==> src/rtl/y86_instr_encoder.sv <==
// ---------------------------------------------------------------------------
// y86_instr_encoder
//
// Purpose: takes one Y86-64 instruction at a time (field form) and writes its
// byte encoding into instruction memory, one byte per clock, starting at the
// current write pointer. The pointer then advances by the instruction length.
// Illegal opcodes and encodings that would run past MEM_TOP are rejected
// without writing anything.
//
// Configuration macro: ENC_HALT_LOCK_EN
//   defined   -> after a halt byte is written the encoder refuses further
//                instructions until rst or load_ptr.
//   undefined -> halt is an ordinary 1-byte instruction.
//
// Ports:
//   clk, rst          clock, asynchronous active-high reset
//   load_ptr          load write pointer from start_addr (honoured in IDLE only)
//   start_addr[63:0]  new write pointer value
//   in_valid/in_ready instruction handshake (ready only while idle)
//   iCode, iFun, rA, rB [3:0], valC[63:0]  instruction fields
//   wr_en, wr_addr[63:0], wr_data[7:0]     byte write to instruction memory
//   wr_ptr[63:0]      current write pointer
//   inv_err           one-cycle pulse: invalid iCode/iFun
//   ovf_err           one-cycle pulse: instruction would pass MEM_TOP
// ---------------------------------------------------------------------------
module y86_instr_encoder #(
  parameter logic [63:0] MEM_TOP = 64'd511
) (
  input  logic        clk,
  input  logic        rst,
  input  logic        load_ptr,
  input  logic [63:0] start_addr,
  input  logic        in_valid,
  output logic        in_ready,
  input  logic [3:0]  iCode,
  input  logic [3:0]  iFun,
  input  logic [3:0]  rA,
  input  logic [3:0]  rB,
  input  logic [63:0] valC,
  output logic        wr_en,
  output logic [63:0] wr_addr,
  output logic [7:0]  wr_data,
  output logic [63:0] wr_ptr,
  output logic        inv_err,
  output logic        ovf_err
);

  typedef enum logic {IDLE, EMIT} state_t;

  state_t      state_q, state_d;
  logic [63:0] wr_ptr_q, wr_ptr_d;
  logic [3:0]  icode_q, icode_d;
  logic [3:0]  ifun_q, ifun_d;
  logic [3:0]  ra_q, ra_d;
  logic [3:0]  rb_q, rb_d;
  logic [63:0] valc_q, valc_d;
  logic [3:0]  len_q, len_d;
  logic [3:0]  idx_q, idx_d;
  logic        inv_q, inv_d;
  logic        ovf_q, ovf_d;
  logic        lock_q;

  // Encoded length of an instruction; 0 marks an illegal iCode/iFun pair.
  function automatic logic [3:0] enc_len(input logic [3:0] code, input logic [3:0] fun);
    logic [3:0] len;
    case (code)
      4'h0, 4'h1, 4'h9:       len = (fun == 4'h0) ? 4'd1  : 4'd0;
      4'h2:                   len = (fun < 4'd7)  ? 4'd2  : 4'd0;
      4'h3, 4'h4, 4'h5:       len = (fun == 4'h0) ? 4'd10 : 4'd0;
      4'h6:                   len = (fun < 4'd4)  ? 4'd2  : 4'd0;
      4'h7:                   len = (fun < 4'd7)  ? 4'd9  : 4'd0;
      4'h8:                   len = (fun == 4'h0) ? 4'd9  : 4'd0;
      4'hA, 4'hB:             len = (fun == 4'h0) ? 4'd2  : 4'd0;
      default:                len = 4'd0;
    endcase
    return len;
  endfunction

  logic [3:0]  in_len;
  logic        in_ok;
  logic [64:0] end_addr;
  logic        in_ovf;
  logic        accept;
  logic        last_byte;
  logic        is_jump_q;
  logic [2:0]  vidx;
  logic [5:0]  vbase;
  logic [7:0]  byte_sel;

  assign in_len   = enc_len(iCode, iFun);
  assign in_ok    = (in_len != 4'd0);
  // 65-bit sum so a pointer near 2^64 that would wrap is caught as overflow.
  assign end_addr = {1'b0, wr_ptr_q} + {61'd0, in_len} - 65'd1;
  assign in_ovf   = end_addr[64] || (end_addr[63:0] > MEM_TOP);

  // in_ready already excludes load_ptr, so a simultaneous load wins.
  assign in_ready = !rst && (state_q == IDLE) && !load_ptr && !lock_q;
  assign accept   = in_valid && in_ready;

  assign last_byte = (idx_q == (len_q - 4'd1));
  // jXX/call carry no register byte, so valC starts one byte earlier.
  assign is_jump_q = (icode_q == 4'h7) || (icode_q == 4'h8);

  always_comb begin
    // valC goes out MSB-first: byte index -> valC byte number counted from LSB.
    vidx     = is_jump_q ? 3'(4'd8 - idx_q) : 3'(4'd9 - idx_q);
    vbase    = {vidx, 3'b000};
    byte_sel = valc_q[vbase +: 8];
    if (idx_q == 4'd0) begin
      byte_sel = {icode_q, ifun_q};
    end else if (!is_jump_q && (idx_q == 4'd1)) begin
      byte_sel = {ra_q, rb_q};
    end
  end

  always_comb begin
    state_d  = state_q;
    wr_ptr_d = wr_ptr_q;
    icode_d  = icode_q;
    ifun_d   = ifun_q;
    ra_d     = ra_q;
    rb_d     = rb_q;
    valc_d   = valc_q;
    len_d    = len_q;
    idx_d    = idx_q;
    inv_d    = 1'b0;
    ovf_d    = 1'b0;
    case (state_q)
      IDLE: begin
        if (load_ptr) begin
          wr_ptr_d = start_addr;
        end else if (accept) begin
          if (!in_ok) begin
            inv_d = 1'b1;
          end else if (in_ovf) begin
            ovf_d = 1'b1;
          end else begin
            state_d = EMIT;
            icode_d = iCode;
            ifun_d  = iFun;
            ra_d    = rA;
            rb_d    = rB;
            valc_d  = valC;
            len_d   = in_len;
            idx_d   = 4'd0;
          end
        end
      end
      EMIT: begin
        idx_d = idx_q + 4'd1;
        if (last_byte) begin
          state_d  = IDLE;
          wr_ptr_d = wr_ptr_q + {60'd0, len_q};
        end
      end
      default: state_d = IDLE;
    endcase
  end

  always_ff @(posedge clk or posedge rst) begin
    if (rst) begin
      state_q  <= IDLE;
      wr_ptr_q <= 64'd0;
      icode_q  <= 4'd0;
      ifun_q   <= 4'd0;
      ra_q     <= 4'd0;
      rb_q     <= 4'd0;
      valc_q   <= 64'd0;
      len_q    <= 4'd0;
      idx_q    <= 4'd0;
      inv_q    <= 1'b0;
      ovf_q    <= 1'b0;
    end else begin
      state_q  <= state_d;
      wr_ptr_q <= wr_ptr_d;
      icode_q  <= icode_d;
      ifun_q   <= ifun_d;
      ra_q     <= ra_d;
      rb_q     <= rb_d;
      valc_q   <= valc_d;
      len_q    <= len_d;
      idx_q    <= idx_d;
      inv_q    <= inv_d;
      ovf_q    <= ovf_d;
    end
  end

`ifdef ENC_HALT_LOCK_EN
  logic lock_d;

  always_comb begin
    lock_d = lock_q;
    if ((state_q == IDLE) && load_ptr) begin
      lock_d = 1'b0;
    end else if ((state_q == EMIT) && last_byte && (icode_q == 4'h0)) begin
      lock_d = 1'b1;
    end
  end

  always_ff @(posedge clk or posedge rst) begin
    if (rst) begin
      lock_q <= 1'b0;
    end else begin
      lock_q <= lock_d;
    end
  end
`else
  assign lock_q = 1'b0;
`endif

  // Write port is driven straight from state so reset silences it at once.
  assign wr_en   = (state_q == EMIT);
  assign wr_addr = wr_en ? (wr_ptr_q + {60'd0, idx_q}) : 64'd0;
  assign wr_data = wr_en ? byte_sel : 8'h00;
  assign wr_ptr  = wr_ptr_q;
  assign inv_err = inv_q;
  assign ovf_err = ovf_q;

endmodule

==> config.mk <==
export PLATFORM = sky130hd
export DESIGN_NAME = y86_instr_encoder
export DESIGN_NICKNAME = d
export VERILOG_FILES = /design/src/rtl/y86_instr_encoder.sv
export SDC_FILE = /design/constraint.sdc
export NUM_CORES = 1
export LEC_CHECK = 0
export BUFFER_PORTS_ARGS = -buffer_cell sky130_fd_sc_hd__clkbuf_2
export CORE_MARGIN = 2
export CORE_UTILIZATION = 42
export CTS_CLUSTER_DIAMETER = 120
export DETAILED_ROUTE_END_ITERATION = 6
export GPL_ROUTABILITY_DRIVEN = 0
export HOLD_SLACK_MARGIN = 0.1
export PLACE_DENSITY = 0.72
export SETUP_SLACK_MARGIN = 0.5
export SLEW_MARGIN = 25
export SYNTH_ARGS = -nofsm -noshare
export SYNTH_HDL_FRONTEND = slang
export SYNTH_SLANG_ARGS = --single-unit
==> constraint.sdc <==
create_clock -name clk -period 10.1 [get_ports clk]
set_input_delay 0.505 -clock clk [delete_from_list [all_inputs] [get_ports clk]]
set_output_delay 0.505 -clock clk [all_outputs]
set_load 0.02 [all_outputs]
==> load_flow_metrics.sql <==
INSERT INTO impl_metrics (metric_group, metric, value, unit) VALUES
('routing', 'drt_pre_antenna_iters', '6', ''),
('global_routing', 'grt_antenna_before_repair', '8', ''),
('yosys', 'yosys_warnings', '0', ''),
('yosys', 'synth_seq_area_share', '24.5', '%'),
('sta', 'slew_violations', '0', ''),
('critical_path', 'cp_data_arrival_time', '6.80', 'ns'),
('routing', 'drcViolationCount', '0', ''),
('sta', 'slew-limit-headroom', '32.1', '%'),
('yosys', 'synth_area_leaders', 'dfrtp_1 (25%), ha_1 (11%), a21oi_1 (5.4%)', ''),
('critical_path', 'ff2ff_path_depth', '18', ''),
('sta', 'fmax', '0.155', 'GHz'),
('global_routing', 'globalRouteTotalUtil', '29.8', '%'),
('pwr', 'totalPowerFinal', '2.28', 'mW'),
('critical_path', 'worst_setup_path_end_kind', 'register', ''),
('die', 'io_pins', '288', ''),
('sta', 'final-setup-viol-count', '0', ''),
('sta', 'final_critical_period', '6.46', 'ns'),
('run_status', 'outcome', 'finished clean', ''),
('min_path', 'hold_crit_endpoint', 'valc_q[49]$_DFFE_PP0P_', ''),
('yosys', 'syn-cell-area', '15700', 'um2'),
('global_routing', 'via_count_of_the_first_global_routing_pass', '15800', ''),
('sta', 'max_slew.worst_pin.slew', '1.02', 'ns'),
('critical_path', 'timing.reg2reg.setup_slack', '4.21', 'ns'),
('routing', 'first_iter_violations', '1876', ''),
('sta', 'skew', '0.0117', 'ns'),
('yosys', 'synth_commonest_cells', 'nand2_1 (196), a21oi_1 (169), dfrtp_1 (154), ha_1 (136), o21ai_0 (136)', ''),
('die', 'die_area', '38900', 'um2'),
('clock_tree', 'post_cts_sizing', '0', ''),
('yosys', 'synth_enable_flop_cells', '0', ''),
('final_layout', 'layout-drive-gt1-share', '19.6', '%'),
('sta', 'setup_tns', '0', 'ns'),
('min_path', 'hold-path-cell-count', '2', ''),
('yosys', 'syn_area_per_cell', '8.13', 'um2'),
('clock_tree', 'cts_htree_levels', '4', ''),
('die', 'die-width', '197', 'um'),
('clock_tree', 'cts_tree', 'done', ''),
('yosys', 'synthArstFlopShare', '100', '%'),
('critical_path', 'r2r-start', 'wr_ptr[1]$_DFFE_PP0P_', ''),
('pwr', 'irDropWorstVdd', '114', 'uV'),
('yosys', 'number_of_standard_cells_after_synthesis', '1932', ''),
('pwr', 'cellLeakagePower', '8.06', 'nW'),
('critical_path', 'setup.worst_path.class', 'in2reg', ''),
('clock_tree', 'clock_sink_count', '154', ''),
('yosys', 'proportion_of_netlist_area_held_by_the_largest_area_contributor', '24.5', '%'),
('die', 'floorplan.rows', '70', ''),
('yosys', 'synthFlopType', 'dfrtp_1', ''),
('die', 'start_util', '42.8', '%'),
('run', 'cap_violations', '0', ''),
('sta', 'rsz0062_at_grt', 'no', ''),
('clock_tree', 'clkSlewWorstSetupHoldPaths', '0.06', 'ns'),
('clock_tree', 'cts_made_buffers', '17', ''),
('sta', 'final.setup.worst_slack', '3.64', 'ns'),
('placement', 'dp_worst_setup_slack', '3.33', 'ns'),
('clock_tree', 'post_cts_hold_buffer_count', '0', ''),
('yosys', 'top_count_cell_post_synth', 'nand2_1', ''),
('routing', 'routed_wirelength', '58.6', 'mm'),
('clock_tree', 'cts_setup_buffers', '0', ''),
('clock_tree', 'cts-root-to-sink-buffers', '2', ''),
('critical_path', 'cp_max_fo', '80', ''),
('critical_path', 'critPathLaunchType', 'input pin', ''),
('placement', 'dp_hpwl', '45.9', 'mm'),
('global_routing', 'grt_first_pass_wirelength', '89.9', 'mm'),
('global_routing', 'grt_start_max_net_pins', '95', ''),
('final_layout', 'final_nets', '2444', ''),
('yosys', 'synth.ff_latch_count', '154', ''),
('clock_tree', 'clock_tree.root_cell', 'clkbuf_16', ''),
('critical_path', 'timing.critical_path.required', '10.44', 'ns'),
('pwr', 'powerDensity', '127', 'nW/um2'),
('yosys', 'mappedNetlistNets', '2219', ''),
('global_routing', 'globalRoute.totalOverflow', '0', ''),
('die', 'core_outline_area', '36700', 'um2');
## worst max-delay path by stage
stage,start,to,slack (ns)
after floorplan,iFun[1],valc_q[50]$_DFFE_PP0P_,4.42
after global placement,iFun[1],valc_q[7]$_DFFE_PP0P_,3.45
after detailed placement,iFun[1],ifun_q[2]$_DFFE_PP0P_,3.33
after CTS,iFun[1],valc_q[63]$_DFFE_PP0P_,3.75
after global routing,iFun[1],valc_q[63]$_DFFE_PP0P_,3.28
final,iFun[1],valc_q[63]$_DFFE_PP0P_,3.64
## cell families (layout without fill, tap and decap cells)
| logic type | after synthesis | count (layout) | synth area share [%] |
|---|---|---|---|
| other | 0 | 4 | 0 |
| adders and majority gates | 139 | 139 | 11.2 |
| DFF | 154 | 154 | 24.5 |
| and+or+nand+nor | 689 | 689 | 22.0 |
| buffers and inverters | 184 | 420 | 4.92 |
| xor gates and xnor gates | 112 | 112 | 6.25 |
| AOI/OAI and AO/OA | 512 | 512 | 20.0 |
| muxes | 142 | 142 | 11.0 |
## worst max-delay path, cell delays in order
cell and delay [ns]:
clkbuf_2 0.10, or4_1 0.61, nor2_1 0.12, a21oi_1 0.07
o32a_1 0.23, ha_1 0.29, inv_1 0.06, ha_1 0.18
inv_1 0.06, fa_1 0.35, nand2b_1 0.16, a21oi_1 0.33
a21oi_1 0.28, a2111oi_0 0.56, a211oi_1 0.10, or3b_2 0.45
a2111o_1 0.33, nor4_2 0.13, nand4_1 0.25, nor4b_4 0.33
buf_4 0.80, mux2_2 0.43
## metrics by stage
stage	cells	hold WS (ns)	area [um2]	utilization, %
final	2640	0.264	18000	49.1
after detailed placement	2606	0.472	17400	47.4
after floorplan	1932	0.452	15700	-
after global routing	2637	0.264	18000	49.1
after CTS	2636	0.250	18000	49.0
after global placement	2606	0.461	17400	47.4
## cell type report
class / count / area (um2)
Clock buffer: 19 / 453
Sequential cell: 154 / 3860
Clock inverter: 11 / 139
Multi-Input combinational cell: 1594 / 11100
Tap cell: 468 / 586
Inverter: 93 / 354
Antenna cell: 4 / 10.0
Timing Repair Buffer: 297 / 1510
Fill cell: 3520 / 18700
## cells in the final DEF (no fill, tap or decap), types with 11 or more instances in the layout
master     synthesis  final
o21a_1            21     21
xor2_1            16     16
nand4_1           61     61
inv_1             93     92
a21o_1            16     16
xnor2_1           96     96
nor2b_1           14     14
a21oi_1          169    169
nor4_1            17     16
mux4_2            16     16
mux2i_1           44     43
clkbuf_16          0     17
nor2_1           131    131
a211oi_1          32     32
nand2_1          196    196
nand3_1           61     61
o21ai_0          136    136
or3_1             26     26
nor3_1            50     49
ha_1             136    136
o31ai_1           11     11
a21boi_0          16     16
o211ai_1          12     12
and2_1            63     63
clkbuf_2           2    287
dfrtp_1          154    153
o22ai_1           13     13
and3_1            19     19
mux2_1            24     24
mux2_2            58     58
## state kept, by name, indices dropped and copies added, names as in the netlist
register  cells
valc_q       64
wr_ptr       64
icode_q       4
idx_q         4
ifun_q        4
ra_q          4
rb_q          4
len_q         3
inv_err       1
ovf_err       1
wr_en         1
## power by group
part	switching [mW]	internal (mW)	leakage (nW)
Sequential	0.0839	0.640	1.96
Clock	0.296	0.379	0.284
Combinational	0.571	0.310	5.81
## layer usage
layer	vias up	GRT usage [%]	routed length, um
met5	-	0	57
met4	8	14.8	3100
met2	1016	48.0	26800
met1	7854	37.3	22300
met3	222	7.41	6390
li1	7488	-	-
Power figures use the tool's default switching activity.
